`config.mk`:
```
export PLATFORM = sky130hd
export DESIGN_NAME = maple_in
export DESIGN_NICKNAME = d
export VERILOG_FILES = /design/src/rtl/maple_in.sv
export SDC_FILE = /design/constraint.sdc
export NUM_CORES = 1
export LEC_CHECK = 0
export CORE_ASPECT_RATIO = 0.9
export CORE_MARGIN = 10
export CORE_UTILIZATION = 40
export DETAILED_ROUTE_END_ITERATION = 12
export HOLD_SLACK_MARGIN = 0.1
export SYNTH_ARGS = -nofsm -noshare
export SYNTH_HDL_FRONTEND = slang
export SYNTH_SLANG_ARGS = --single-unit
```
`constraint.sdc`:
```
create_clock -name clk -period 4.25 [get_ports clk]
set_input_delay 0.85 -clock clk [delete_from_list [all_inputs] [get_ports clk]]
set_output_delay 0.85 -clock clk [all_outputs]
set_load 0.01 [all_outputs]
```
`src/rtl/maple_in.sv`:
```
// -----------------------------------------------------------------------------
// maple_in -- Maple bus receiver.
//
// Samples the bus pins (pin1 = SDCKA, pin5 = SDCKB) through two-flop
// synchronisers and detects edges against a previous-sample register. A frame
// FSM recognises START (pin1 low with four pin5 pulses) and decodes the
// alternating-phase data bits MSB-first into bytes. Each byte goes to the read
// FIFO. The FSM then recognises END and reports frame status through sticky
// flags.
//
// Ports:
//   clk, rst       system clock, synchronous active-high reset
//   in_p1, in_p5   raw asynchronous pin levels
//   tx_active      own transmitter is driving the bus
//   trigger_arm    pulse: clear sticky flags and hunt for a frame
//   trigger_abort  pulse: return to DISARMED, flags kept
//   fifo_data/_produce/_ready   byte write interface to the read FIFO
//   armed, in_frame            FSM status
//   end_seen, framing_err, timeout_err, overrun   sticky status flags
// -----------------------------------------------------------------------------
module maple_in #(
    parameter logic [15:0] TIMEOUT = 16'd5000  // must be >= 1
) (
    input  logic       clk,
    input  logic       rst,
    input  logic       in_p1,
    input  logic       in_p5,
    input  logic       tx_active,
    input  logic       trigger_arm,
    input  logic       trigger_abort,
    output logic [7:0] fifo_data,
    output logic       fifo_produce,
    input  logic       fifo_ready,
    output logic       armed,
    output logic       in_frame,
    output logic       end_seen,
    output logic       framing_err,
    output logic       timeout_err,
    output logic       overrun
);

    typedef enum logic [2:0] {
        S_DISARMED   = 3'd0,
        S_WAIT_IDLE  = 3'd1,
        S_WAIT_START = 3'd2,
        S_START_CNT  = 3'd3,
        S_PHASE_A    = 3'd4,
        S_PHASE_B    = 3'd5,
        S_END_WAIT   = 3'd6
    } state_t;

    // States reported through in_frame (START has been fully recognised).
    function automatic logic in_frame_f(input state_t s);
        case (s)
            S_PHASE_A, S_PHASE_B, S_END_WAIT: in_frame_f = 1'b1;
            default:                          in_frame_f = 1'b0;
        endcase
    endfunction

    // States in which the bus must keep moving; the inactivity timer runs here.
    function automatic logic tmo_state_f(input state_t s);
        case (s)
            S_START_CNT, S_PHASE_A, S_PHASE_B, S_END_WAIT: tmo_state_f = 1'b1;
            default:                                       tmo_state_f = 1'b0;
        endcase
    endfunction

    // Synchroniser and edge-detect registers
    logic p1_meta_q, p1_sync_q, p1_prev_q;
    logic p5_meta_q, p5_sync_q, p5_prev_q;

    // Frame state and datapath
    state_t      state_q, state_d;
    logic [7:0]  shift_q, shift_d;
    logic [2:0]  bit_cnt_q, bit_cnt_d;
    logic [2:0]  pulse_cnt_q, pulse_cnt_d;
    logic        pend_q, pend_d;
    logic [15:0] tmo_q, tmo_d;

    // Registered outputs
    logic [7:0]  fifo_data_q, fifo_data_d;
    logic        produce_q, produce_d;
    logic        end_seen_q, end_seen_d;
    logic        framing_err_q, framing_err_d;
    logic        timeout_err_q, timeout_err_d;
    logic        overrun_q, overrun_d;
    logic        armed_q;
    logic        in_frame_q;

    // Decoded edges and helpers
    logic       p1_rise_s, p1_fall_s, p5_rise_s, p5_fall_s;
    logic       p1_edge_s, p5_edge_s, any_edge_s, both_edge_s;
    logic       tmo_expired_s;
    logic [7:0] byte_s;
    logic [2:0] bit_sum_s;

    // Two-flop synchronisers plus previous sample; reset to idle-high bus level
    always_ff @(posedge clk) begin
        if (rst) begin
            p1_meta_q <= 1'b1;
            p1_sync_q <= 1'b1;
            p1_prev_q <= 1'b1;
            p5_meta_q <= 1'b1;
            p5_sync_q <= 1'b1;
            p5_prev_q <= 1'b1;
        end else begin
            p1_meta_q <= in_p1;
            p1_sync_q <= p1_meta_q;
            p1_prev_q <= p1_sync_q;
            p5_meta_q <= in_p5;
            p5_sync_q <= p5_meta_q;
            p5_prev_q <= p5_sync_q;
        end
    end

    assign p1_rise_s   = p1_sync_q & ~p1_prev_q;
    assign p1_fall_s   = ~p1_sync_q & p1_prev_q;
    assign p5_rise_s   = p5_sync_q & ~p5_prev_q;
    assign p5_fall_s   = ~p5_sync_q & p5_prev_q;
    assign p1_edge_s   = p1_rise_s | p1_fall_s;
    assign p5_edge_s   = p5_rise_s | p5_fall_s;
    assign any_edge_s  = p1_edge_s | p5_edge_s;
    assign both_edge_s = p1_edge_s & p5_edge_s;

    // A phase-B commit shifts in the pending phase-A bit followed by pin1.
    assign byte_s    = {shift_q[5:0], pend_q, p1_sync_q};
    assign bit_sum_s = bit_cnt_q + 3'd2;

    // The timer holds TIMEOUT-1 after that many quiet cycles; one more expires it.
    assign tmo_expired_s = ~any_edge_s && (tmo_q == (TIMEOUT - 16'd1));

    // Frame FSM next-state, byte assembly and sticky flag updates
    always_comb begin
        state_d       = state_q;
        shift_d       = shift_q;
        bit_cnt_d     = bit_cnt_q;
        pulse_cnt_d   = pulse_cnt_q;
        pend_d        = pend_q;
        fifo_data_d   = fifo_data_q;
        produce_d     = 1'b0;
        end_seen_d    = end_seen_q;
        framing_err_d = framing_err_q;
        timeout_err_d = timeout_err_q;
        overrun_d     = overrun_q;

        if (trigger_abort) begin
            state_d = S_DISARMED;
        end else if (trigger_arm) begin
            state_d       = S_WAIT_IDLE;
            end_seen_d    = 1'b0;
            framing_err_d = 1'b0;
            timeout_err_d = 1'b0;
            overrun_d     = 1'b0;
        end else begin
            case (state_q)
                S_DISARMED: begin
                    state_d = S_DISARMED;
                end

                S_WAIT_IDLE: begin
                    if (!tx_active && p1_sync_q && p5_sync_q) begin
                        state_d = S_WAIT_START;
                    end else begin
                        state_d = S_WAIT_IDLE;
                    end
                end

                S_WAIT_START: begin
                    if (p1_fall_s && p5_sync_q) begin
                        state_d     = S_START_CNT;
                        pulse_cnt_d = 3'd0;
                    end else if (any_edge_s) begin
                        state_d = S_WAIT_IDLE;
                    end else begin
                        state_d = S_WAIT_START;
                    end
                end

                S_START_CNT: begin
                    if (tx_active) begin
                        framing_err_d = 1'b1;
                        state_d       = S_WAIT_IDLE;
                    end else if (p1_rise_s) begin
                        if (pulse_cnt_q == 3'd4) begin
                            state_d   = S_PHASE_A;
                            bit_cnt_d = 3'd0;
                            shift_d   = 8'd0;
                        end else begin
                            framing_err_d = 1'b1;
                            state_d       = S_WAIT_IDLE;
                        end
                    end else if (p5_fall_s && !p1_sync_q) begin
                        // Saturate so a long pulse train cannot alias back to 4.
                        if (pulse_cnt_q != 3'd7) begin
                            pulse_cnt_d = pulse_cnt_q + 3'd1;
                        end else begin
                            pulse_cnt_d = pulse_cnt_q;
                        end
                    end else if (tmo_expired_s) begin
                        timeout_err_d = 1'b1;
                        state_d       = S_WAIT_IDLE;
                    end else begin
                        state_d = S_START_CNT;
                    end
                end

                S_PHASE_A: begin
                    if (tx_active || both_edge_s) begin
                        framing_err_d = 1'b1;
                        state_d       = S_WAIT_IDLE;
                    end else if (p1_fall_s) begin
                        // Held until phase B decides between data and END.
                        pend_d  = p5_sync_q;
                        state_d = S_PHASE_B;
                    end else if (tmo_expired_s) begin
                        timeout_err_d = 1'b1;
                        state_d       = S_WAIT_IDLE;
                    end else begin
                        state_d = S_PHASE_A;
                    end
                end

                S_PHASE_B: begin
                    if (tx_active || both_edge_s) begin
                        framing_err_d = 1'b1;
                        state_d       = S_WAIT_IDLE;
                    end else if (p5_fall_s) begin
                        shift_d   = byte_s;
                        bit_cnt_d = bit_sum_s;
                        state_d   = S_PHASE_A;
                        if (bit_sum_s == 3'd0) begin
                            if (fifo_ready) begin
                                fifo_data_d = byte_s;
                                produce_d   = 1'b1;
                            end else begin
                                overrun_d = 1'b1;
                            end
                        end else begin
                            produce_d = 1'b0;
                        end
                    end else if (p1_fall_s && !p5_sync_q) begin
                        // END marker: the pending bit is not data.
                        if (bit_cnt_q == 3'd0) begin
                            state_d = S_END_WAIT;
                        end else begin
                            framing_err_d = 1'b1;
                            state_d       = S_WAIT_IDLE;
                        end
                    end else if (tmo_expired_s) begin
                        timeout_err_d = 1'b1;
                        state_d       = S_WAIT_IDLE;
                    end else begin
                        state_d = S_PHASE_B;
                    end
                end

                S_END_WAIT: begin
                    if (tx_active) begin
                        framing_err_d = 1'b1;
                        state_d       = S_WAIT_IDLE;
                    end else if (p5_rise_s) begin
                        end_seen_d = 1'b1;
                        state_d    = S_DISARMED;
                    end else if (tmo_expired_s) begin
                        timeout_err_d = 1'b1;
                        state_d       = S_WAIT_IDLE;
                    end else begin
                        state_d = S_END_WAIT;
                    end
                end

                default: begin
                    state_d = S_DISARMED;
                end
            endcase
        end
    end

    // Inactivity timer: restarts on any edge or state change, runs only mid-frame
    always_comb begin
        if (tmo_state_f(state_q) && (state_d == state_q) && !any_edge_s) begin
            tmo_d = tmo_q + 16'd1;
        end else begin
            tmo_d = 16'd0;
        end
    end

    // State, datapath and registered output update
    always_ff @(posedge clk) begin
        if (rst) begin
            state_q       <= S_DISARMED;
            shift_q       <= 8'd0;
            bit_cnt_q     <= 3'd0;
            pulse_cnt_q   <= 3'd0;
            pend_q        <= 1'b0;
            tmo_q         <= 16'd0;
            fifo_data_q   <= 8'd0;
            produce_q     <= 1'b0;
            end_seen_q    <= 1'b0;
            framing_err_q <= 1'b0;
            timeout_err_q <= 1'b0;
            overrun_q     <= 1'b0;
            armed_q       <= 1'b0;
            in_frame_q    <= 1'b0;
        end else begin
            state_q       <= state_d;
            shift_q       <= shift_d;
            bit_cnt_q     <= bit_cnt_d;
            pulse_cnt_q   <= pulse_cnt_d;
            pend_q        <= pend_d;
            tmo_q         <= tmo_d;
            fifo_data_q   <= fifo_data_d;
            produce_q     <= produce_d;
            end_seen_q    <= end_seen_d;
            framing_err_q <= framing_err_d;
            timeout_err_q <= timeout_err_d;
            overrun_q     <= overrun_d;
            armed_q       <= (state_d != S_DISARMED);
            in_frame_q    <= in_frame_f(state_d);
        end
    end

    assign fifo_data    = fifo_data_q;
    assign fifo_produce = produce_q;
    assign armed        = armed_q;
    assign in_frame     = in_frame_q;
    assign end_seen     = end_seen_q;
    assign framing_err  = framing_err_q;
    assign timeout_err  = timeout_err_q;
    assign overrun      = overrun_q;

endmodule
```
==> results.toml <==
[outcome]
status = "complete, no violations"

[sta]
fin_skew_ns = 0.00907
fmax_ghz = 0.316
rsz0062_at_grt = "no"
hold_viol_final = 0
tightest_slew_ns = 0.683
relSlewSlack = 0.538
fin_tns_setup_ns = 0
report.final.slew_viol_count = 0
fin_crit_ns = 3.16
period_share = 0.745
whs_ns = 0.416
setup_viol = 0

[clock_tree]
numCtsBuffers = 5
post_cts_buffers = 0
clockBufferDepth = 2
path_clk_slew_ns = 0.10
clock-sinks = 52
post_cts_resized = 0
insertion_delay_ns = 0.31
cts_root_buf = "clkbuf_8"
cts_tree = "done"
ctsHtreeMaxLevel = 2
cts_hold_buf = 0

[layout]
final_cells = 426
fill_cells = 657
multi_input_area_sq_mm = 0.00160
fin_nets = 353
area_growth_pct = 13.4
seqCellArea_sq_mm = 0.00104
fin_util = 0.472
drive_gt1_frac = 0.107
antennaDiodeCount = 0

[synthesis]
synth_seq_area_share = 0.375
netlist.top_cell.by_area = "dfxtp_1"
synth_area_leaders = "dfxtp_1 38%, nor2_1 5.7%, ha_1 4.5%, nor3_2 4.0%, mux2i_1 3.6%"
synth_top_area_frac = 0.375
ys_types = 60
yosysWarnings = 0
synth_area_sq_mm = 0.00277
synthFlopType = "dfxtp_1"
synth_nets = 337
ys_async_sr_fraction = 0
syn_inst = 319
synth-edff-count = 0
syn_area_per_cell_sq_um = 8.70
synth-seq-cells = 52

[worst_setup_path]
worst-path-buf-inv = 1
cp-start-kind = "primary input"
cp_slowest_stage_delay_ns = 0.76
cp.arrival_ns = 3.34
crit_path_cell_trace = "clkdlybuf4s50_1 > o21bai_1 > nor2_1 > a41oi_1 > a21oi_2 > mux2i_4 > nor3_1"
reg2reg_depth = 8
required_ns = 4.42
cpMaxStageDelayCell = "clkdlybuf4s50_1"
critPathTopFamily = "compound AO/OA/AOI/OAI gates"
end_kind = "flip-flop"
crit_path_max_fanout = 16
critPathKind = "primary input to flip-flop"
crit_cells = 7

[global_routing]
grt_start_max_net_pins = 34
grt_usage = 0.117
antenna_found_initial = 0
first_global_vias = 2069
grt.overflow.total = 0
grt_pass1_wl_mm = 10.4

[drt]
drt_iter0_drc = 202
totalWireLength_mm = 6.19
drt-pass1-iter-count = 5
via_per_inst = 5.46
drc = 0
vias = 2327
ant_nets = 0
wire_per_inst_microns = 14.5

[hold_path]
hold_path.class = "flip-flop to flip-flop"
hold_path_depth = 1

[placement]
io_buffers = 22
hpwlAfterDp_mm = 4.43
placed_cells = 418
gp_congestion = 0.925

[floorplan]
design.die.area_sq_mm = 0.0107
rows = 28
io_pins = 23
die_y_microns = 99
start_util = 0.417
core_area_sq_mm = 0.00666
die_w_microns = 108

[pwr]
pwr-share-clk = 0.358
internal-power_w = 0.000630
power.switching_w = 0.000212
swShare = 0.252
p_comb_frac = 0.056
vdd_drop_max_mv = 0.154
power_density_mw_per_mm2 = 268
p_total_w = 0.000842
p_leak_nw = 1.11
p_seq_frac = 0.587

[flow_run]
maxCapViolations = 0
per-stage QoR:
stage / area [sq um] / setup slack [ns]
global route: 3140 / 0.918
floorplan: 2770 / 1.60
detailed placement: 3050 / 0.851
CTS: 3140 / 1.17
finish: 3140 / 1.09
global placement: 3050 / 0.840
registers in the layout, summed over array words and instances (netlist names):
| register | flops |
|---|---|
| armed | 1 |
| bit_cnt_q | 2 |
| end_seen | 1 |
| fifo_data | 8 |
| fifo_produce | 1 |
| framing_err | 1 |
| in_frame | 1 |
| overrun | 1 |
| p1_meta_q | 1 |
| p1_prev_q | 1 |
| p1_sync_q | 1 |
| p5_meta_q | 1 |
| p5_prev_q | 1 |
| p5_sync_q | 1 |
| pend_q | 1 |
| pulse_cnt_q | 3 |
| shift_q | 6 |
| state_q | 3 |
| timeout_err | 1 |
| tmo_q | 16 |
kinds of logic (layout without fill, tap and decap cells):
logic type | after synthesis | after routing | share of synthesized area
xor+xnor | 15 | 15 | 0.0474
flops | 52 | 52 | 0.375
buf+inv | 32 | 49 | 0.0496
fa+ha+maj | 10 | 10 | 0.0451
compound gates | 53 | 53 | 0.141
simple gates | 146 | 146 | 0.298
mux | 11 | 11 | 0.0442
cells in the mapped netlist (2+ instances only):
| library cell | count |
|---|---|
| dfxtp_1 | 52 |
| nor2_1 | 42 |
| nand2_1 | 20 |
| inv_1 | 17 |
| nor3_1 | 17 |
| nor3_2 | 11 |
| a21oi_1 | 10 |
| clkbuf_1 | 10 |
| ha_1 | 10 |
| mux2i_1 | 10 |
| xor2_1 | 9 |
| a22oi_1 | 8 |
| nand3_1 | 8 |
| nand4_1 | 6 |
| or2_2 | 6 |
| xnor2_1 | 6 |
| nand2b_1 | 5 |
| a211oi_1 | 4 |
| and3_1 | 4 |
| or3_1 | 4 |
| a31oi_1 | 3 |
| a41oi_1 | 3 |
| nand3b_1 | 3 |
| nor3b_1 | 3 |
| o21ai_0 | 3 |
| a21o_1 | 2 |
| and3b_1 | 2 |
| and4_1 | 2 |
| buf_2 | 2 |
| buf_6 | 2 |
| nor2b_1 | 2 |
| nor4b_1 | 2 |
| o21a_1 | 2 |
| o31ai_1 | 2 |
| or4bb_1 | 2 |
final timing paths:
path | start | to | slack, ns
max | tx_active | tmo_q[5]$_SDFF_PP0_ | 1.09
min | p5_meta_q$_SDFF_PP1_ | p5_sync_q$_SDFF_PP1_ | 0.42
max reg2reg | p5_sync_q$_SDFF_PP1_ | tmo_q[5]$_SDFF_PP0_ | 1.15
min reg2reg | p5_meta_q$_SDFF_PP1_ | p5_sync_q$_SDFF_PP1_ | 0.42
placed cells by master (no fill, tap or decap), drive strengths merged, types with 4 or more instances in the layout:
| master | Yosys | final |
|---|---|---|
| nor2 | 42 | 42 |
| ha | 10 | 10 |
| or3 | 5 | 5 |
| a22oi | 8 | 8 |
| a211oi | 5 | 5 |
| clkbuf | 10 | 5 |
| nand2 | 20 | 20 |
| xnor2 | 6 | 6 |
| clkdlybuf4s50 | 0 | 22 |
| a21oi | 11 | 11 |
| nand4 | 6 | 6 |
| mux2i | 11 | 11 |
| nand3 | 8 | 8 |
| and3 | 4 | 4 |
| inv | 17 | 18 |
| xor2 | 9 | 9 |
| or2 | 6 | 6 |
| nand2b | 5 | 5 |
| nor3 | 28 | 28 |
| o21ai | 4 | 4 |
| dfxtp | 52 | 52 |
power by group through the flow:
stage | clock network [W] | registers, W | logic (W)
6_report | 0.000301 | 0.000494 | 0.0000469
3_3_place_gp | 0 | 0.000505 | 0.0000469
3_5_place_dp | 0 | 0.000505 | 0.0000461
5_1_grt | 0.000339 | 0.000495 | 0.0000518
2_1_floorplan | 0 | 0.000502 | 0.0000326
4_1_cts | 0.000319 | 0.000494 | 0.0000464
cell type report:
cell class | instances | area share
well taps | 90 | 0.0358
inverters | 17 | 0.0203
repair buffers | 24 | 0.0748
flip-flops and latches | 52 | 0.331
clock inverters | 3 | 0.00875
multi-input cells | 235 | 0.507
clock buffers | 5 | 0.0219
routing by layer:
| layer | global-route usage | share of wire |
|---|---|---|
| met1 | 0.172 | 0.49 |
| met2 | 0.166 | 0.43 |
| met3 | 0.0260 | 0.069 |
| met4 | 0.0339 | 0.011 |
| met5 | 0 | 0 |
Note: power is estimated with default switching activity, not from simulation.
